## src/rtl/regfile_mp.sv

```systemverilog
// regfile_mp: multi-ported register file (NUM_RD comb reads, two write ports) with a
// per-register busy scoreboard. Define RF_BYPASS_EN for same-cycle write-to-read forwarding.

module regfile_mp_rdport #(
  parameter  int DATA_W = 32,
  parameter  int ADDR_W = 5,
  localparam int DEPTH  = 2**ADDR_W
) (
  input  logic [ADDR_W-1:0]             addr_i,
  input  logic [DEPTH-1:0][DATA_W-1:0]  mem_i,
  input  logic [DEPTH-1:0]              busy_i,
`ifdef RF_BYPASS_EN
  input  logic                          wa_v_i,
  input  logic [ADDR_W-1:0]             wa_addr_i,
  input  logic [DATA_W-1:0]             wa_data_i,
  input  logic                          wb_v_i,
  input  logic [ADDR_W-1:0]             wb_addr_i,
  input  logic [DATA_W-1:0]             wb_data_i,
  input  logic                          mark_v_i,
  input  logic [ADDR_W-1:0]             mark_addr_i,
`endif
  output logic [DATA_W-1:0]             data_o,
  output logic                          busy_o
);

  always_comb begin
    data_o = mem_i[addr_i];
    busy_o = busy_i[addr_i];
`ifdef RF_BYPASS_EN
    // A forwarded write retires the old producer; only a same-cycle mark re-arms busy.
    if (wb_v_i && (wb_addr_i == addr_i)) begin
      data_o = wb_data_i;
      busy_o = mark_v_i && (mark_addr_i == addr_i);
    end else if (wa_v_i && (wa_addr_i == addr_i)) begin
      data_o = wa_data_i;
      busy_o = mark_v_i && (mark_addr_i == addr_i);
    end
`endif
    if (addr_i == '0) begin
      data_o = '0;
      busy_o = 1'b0;
    end
  end

endmodule

module regfile_mp #(
  parameter int DATA_W = 32,
  parameter int ADDR_W = 5,
  parameter int NUM_RD = 2
) (
  input  logic                     clk,
  input  logic                     rst,
  input  logic [NUM_RD*ADDR_W-1:0] rd_addr,
  output logic [NUM_RD*DATA_W-1:0] rd_data,
  output logic [NUM_RD-1:0]        rd_busy,
  input  logic                     wa_en,
  input  logic [ADDR_W-1:0]        wa_addr,
  input  logic [DATA_W-1:0]        wa_data,
  input  logic                     wb_en,
  input  logic [ADDR_W-1:0]        wb_addr,
  input  logic [DATA_W-1:0]        wb_data,
  input  logic                     mark_en,
  input  logic [ADDR_W-1:0]        mark_addr,
  output logic                     any_busy
);

  localparam int DEPTH = 2**ADDR_W;

  logic [DEPTH-1:0][DATA_W-1:0] mem_q, mem_d;
  logic [DEPTH-1:0]             busy_q, busy_d;
  logic                         wa_v, wb_v, mark_v;

  // Register 0 is hardwired; requests during reset are dropped (and never forwarded).
  assign wa_v   = wa_en   && (wa_addr   != '0) && !rst;
  assign wb_v   = wb_en   && (wb_addr   != '0) && !rst;
  assign mark_v = mark_en && (mark_addr != '0) && !rst;

  always_comb begin
    mem_d  = mem_q;
    busy_d = busy_q;
    // B after A so B wins a same-address collision; mark last so it beats a write clear.
    if (wa_v) begin
      mem_d[wa_addr]  = wa_data;
      busy_d[wa_addr] = 1'b0;
    end
    if (wb_v) begin
      mem_d[wb_addr]  = wb_data;
      busy_d[wb_addr] = 1'b0;
    end
    if (mark_v) busy_d[mark_addr] = 1'b1;
    mem_d[0]  = '0;
    busy_d[0] = 1'b0;
  end

  always_ff @(posedge clk or posedge rst) begin
    if (rst) begin
      mem_q  <= '0;
      busy_q <= '0;
    end else begin
      mem_q  <= mem_d;
      busy_q <= busy_d;
    end
  end

  assign any_busy = |busy_q;

  for (genvar i = 0; i < NUM_RD; i++) begin : g_rd
    regfile_mp_rdport #(
      .DATA_W (DATA_W),
      .ADDR_W (ADDR_W)
    ) u_rd (
      .addr_i      (rd_addr[i*ADDR_W +: ADDR_W]),
      .mem_i       (mem_q),
      .busy_i      (busy_q),
`ifdef RF_BYPASS_EN
      .wa_v_i      (wa_v),
      .wa_addr_i   (wa_addr),
      .wa_data_i   (wa_data),
      .wb_v_i      (wb_v),
      .wb_addr_i   (wb_addr),
      .wb_data_i   (wb_data),
      .mark_v_i    (mark_v),
      .mark_addr_i (mark_addr),
`endif
      .data_o      (rd_data[i*DATA_W +: DATA_W]),
      .busy_o      (rd_busy[i])
    );
  end

endmodule

```

## config.mk

```make
export PLATFORM = sky130hd
export DESIGN_NAME = regfile_mp
export DESIGN_NICKNAME = d
export VERILOG_FILES = /design/src/rtl/regfile_mp.sv
export SDC_FILE = /design/constraint.sdc
export NUM_CORES = 2
export LEC_CHECK = 0
export CAP_MARGIN = 10
export CORE_MARGIN = 4
export CORE_UTILIZATION = 61
export DETAILED_ROUTE_END_ITERATION = 8
export PLACE_DENSITY = 0.84
export SYNTH_ARGS = -nofsm -noshare
export SYNTH_HDL_FRONTEND = slang
export SYNTH_SLANG_ARGS = --single-unit
```

## constraint.sdc

```tcl
create_clock -name clk -period 60.6 [get_ports clk]
set_clock_uncertainty 0.1 [all_clocks]
set_input_delay 12.12 -clock clk [delete_from_list [all_inputs] [get_ports clk]]
set_output_delay 12.12 -clock clk [all_outputs]
set_load 0.05 [all_outputs]
```

==> summary.md <==
| Metric | Value |
|---|---|
| Outcome | `completed` |
| Final Max Slew Viols | `0` |
| Ports | `161` |
| Core area | `0.1053 mm2` |
| Req. time, crit path | `48380 ps` |
| Worst IR Drop VDD | `28.19 uV` |
| CP max-delay cell | `clkdlybuf4s50_1` |
| Worst-Margin Slew | `1387 ps` |
| Largest stage delay, worst path | `980 ps` |
| Vias in the first global route | `55683` |
| Via density | `7.357` |
| Unrepaired setup endpoints after global routing | `no` |
| ANT nets after route | `0` |
| CP endpoint | `rd_data[0]` |
| Post-synth net total | `6644` |
| Count leader, synth | `mux2i_1` |
| CP Capture Type | `output port` |
| Fin crit period | `29020 ps` |
| Syn. warnings | `0` |
| Reg clk slew, reported paths | `70 ps` |
| Post-Syn Area | `0.06464 mm2` |
| Predominant post-synthesis flop cell | `dfrtp_1` |
| # rows | `119` |
| Routed WL | `234200 um` |
| Die X | `333.5 um` |
| Synth Instances | `6550` |
| Sink Count | `1023` |
| Cell count of the worst reg-to-reg path | `2` |
| Chip Height | `333.5 um` |
| Iteration-0 DRC Markers | `8790` |
| Final hold vios | `0` |
| PortBufs | `160` |
| Area delta synth->final | `7.460%` |
| Finished Cell Area | `0.06946 mm2` |
| Worst-skew pair later-pin latency | `700 ps` |
| Slew margin rel. | `7.505%` |
| Setup repair bufs after CTS | `0` |
| Largest net degree at the start of global routing | `192` |
| DRC | `0` |
| Tcrit/Tclk final | `47.89%` |
| Gr ovfl total | `0` |
| Distinct cells, synth | `52` |
| Yosys top cell area share | `39.60%` |
| Critical path launch point type | `input pin` |
| Async SR Flop Fraction | `100.0%` |
| CTS tree | `yes` |
| Maxcap violations | `0` |
| CTS root buf | `clkbuf_16` |
| Dpl hpwl | `128900 um` |
| Gr usage total | `40.67%` |
| WL/cell | `30.50 um` |
| Ordered cell list for the critical path | `buf_4 -> buf_4 -> or2_2 -> a221oi_1 -> nor3_1 -> a221oi_1 -> nor3_1 -> clkdlybuf4s50_1` |
| Setup crit start | `rd_addr[2]` |
| Register area share after synthesis | `39.60%` |
| CTS Hold Bufs | `0` |
| TritonCTS Buffers | `108` |
| First-pass detailed-route iteration total | `9` |
| Bufs on Longest Clock Path | `3` |
| First-pass GRT wire length | `347000 um` |
| Post-Layout Cell Count | `7680` |
| CP max FO | `39` |
| Top cell type by total area after synthesis | `dfrtp_1` |
| Reg2reg start | `mem_q[181]` |
| GPL Wtd Cong | `0.9549` |
| Final nets | `6286` |
| Placed cell count | `7458` |
| Die ar. | `0.1112 mm2` |
| P per Cell Area | `32.55 mW/mm2` |
| Fraction of layout cells with a size suffix above 1 | `11.54%` |
| P_leak | `31.52 nW` |
| H-tree levels | `3` |
| Synth top cells by count | `1592 x mux2i_1, 1023 x dfrtp_1, 688 x nor2_1` |
| Main area contributors after synthesis | `dfrtp_1 40%, mux2i_1 25%, a21oi_1 5.2%` |
| Starting density of the core | `61.41%` |
| Util after Layout | `65.99%` |
| Total Neg Setup Slack | `0 ps` |
| Number of flops mapped to enable cells by yosys | `0` |
| Achievable Freq | `34.46 MHz` |
| Setup-failing EPs final | `0` |
| Critical Path AT | `16800 ps` |
| WS Path Type | `input pin to output port` |
| CTS resizes | `0` |
| Flop2flop setup slack | `59550 ps` |
| Antenna violations before repair | `12` |
| Syn Area/Cell | `9.869 um2` |
| Hold Crit Class | `flip-flop to flip-flop` |
| DR vias | `56501` |
| #FFs+latches synth | `1023` |
| Post-DP Area | `0.06547 mm2` |
| Worst reg2reg path endpoint | `mem_q[181]` |
## critical path, delay by kind of cell
| family | cells | cell delay (ps) |
|---|---|---|
| AND/OR/NAND/NOR | 3 | 2130 |
| buffers and inverters | 3 | 2310 |
| AO/OA/AOI/OAI | 2 | 190 |
## routing by layer
layer	vias to the layer above	global-route usage, %	routed length (um)
met1	26976	51.28	80130
met5	-	1.106	355
met2	4999	57.09	96510
li1	23093	-	-
met3	1417	16.63	37670
met4	16	27.58	19560
## layout make-up
class	instances	area, um2
Timing Repair Buffer	290	2878
Multi-Input combinational cell	4766	35590
Sequential cell	1023	25600
Clock inverter	35	365.4
Antenna cell	7	17.52
Inverter	3	18.77
Clock buffer	165	3251
Fill cell	7691	35800
Tap cell	1391	1740
## power by group
group | internal [mW] | switching (mW) | leakage, nW
Combinational | 0.275 | 0.304 | 16.9
Sequential | 0.853 | 0.142 | 12.8
Clock | 0.394 | 0.293 | 1.80
## worst min path at each step
| stage | startpoint | to | cells after the start |
|---|---|---|---|
| floorplan | busy_q[11] | busy_q[11] | 1 |
| global placement | busy_q[31] | busy_q[31] | 1 |
| detailed placement | busy_q[27] | busy_q[27] | 1 |
| CTS | busy_q[13] | busy_q[13] | 1 |
| global route | busy_q[29] | busy_q[29] | 1 |
| finish | busy_q[13] | busy_q[13] | 1 |
## through the flow
stage                     hold slack [ps]  power (mW)  worst slack (ps)
after floorplan                     392.2       1.398             19590
after global placement              434.5       1.518             32010
after detailed placement            444.6       1.555             31960
after CTS                           464.1       2.236             31910
after global routing                479.7       2.349             31790
final                               465.1       2.261             31580
## kinds of logic after synthesis
| group | after synthesis | share of synthesized area [%] |
|---|---|---|
| compound gates | 1487 | 13.10 |
| flops | 1023 | 39.60 |
| simple gates | 1394 | 9.351 |
| buf+inv | 761 | 5.894 |
| mux | 1885 | 32.06 |
## cells in the final DEF (no fill, tap or decap), types with 132 or more instances in the layout
| cell | count |
|---|---|
| nor2_1 | 688 |
| mux2i_1 | 1592 |
| o22ai_1 | 328 |
| mux2_2 | 161 |
| dfrtp_1 | 1023 |
| clkdlybuf4s50_1 | 154 |
| o21ai_0 | 297 |
| nand2_1 | 341 |
| nor3_1 | 208 |
| mux4_2 | 132 |
| a21oi_1 | 674 |
## sequential cells by signal (all words and copies together) (netlist names)
register	cells
busy_q	31
mem_q	992
Power figures use the tool's default switching activity.
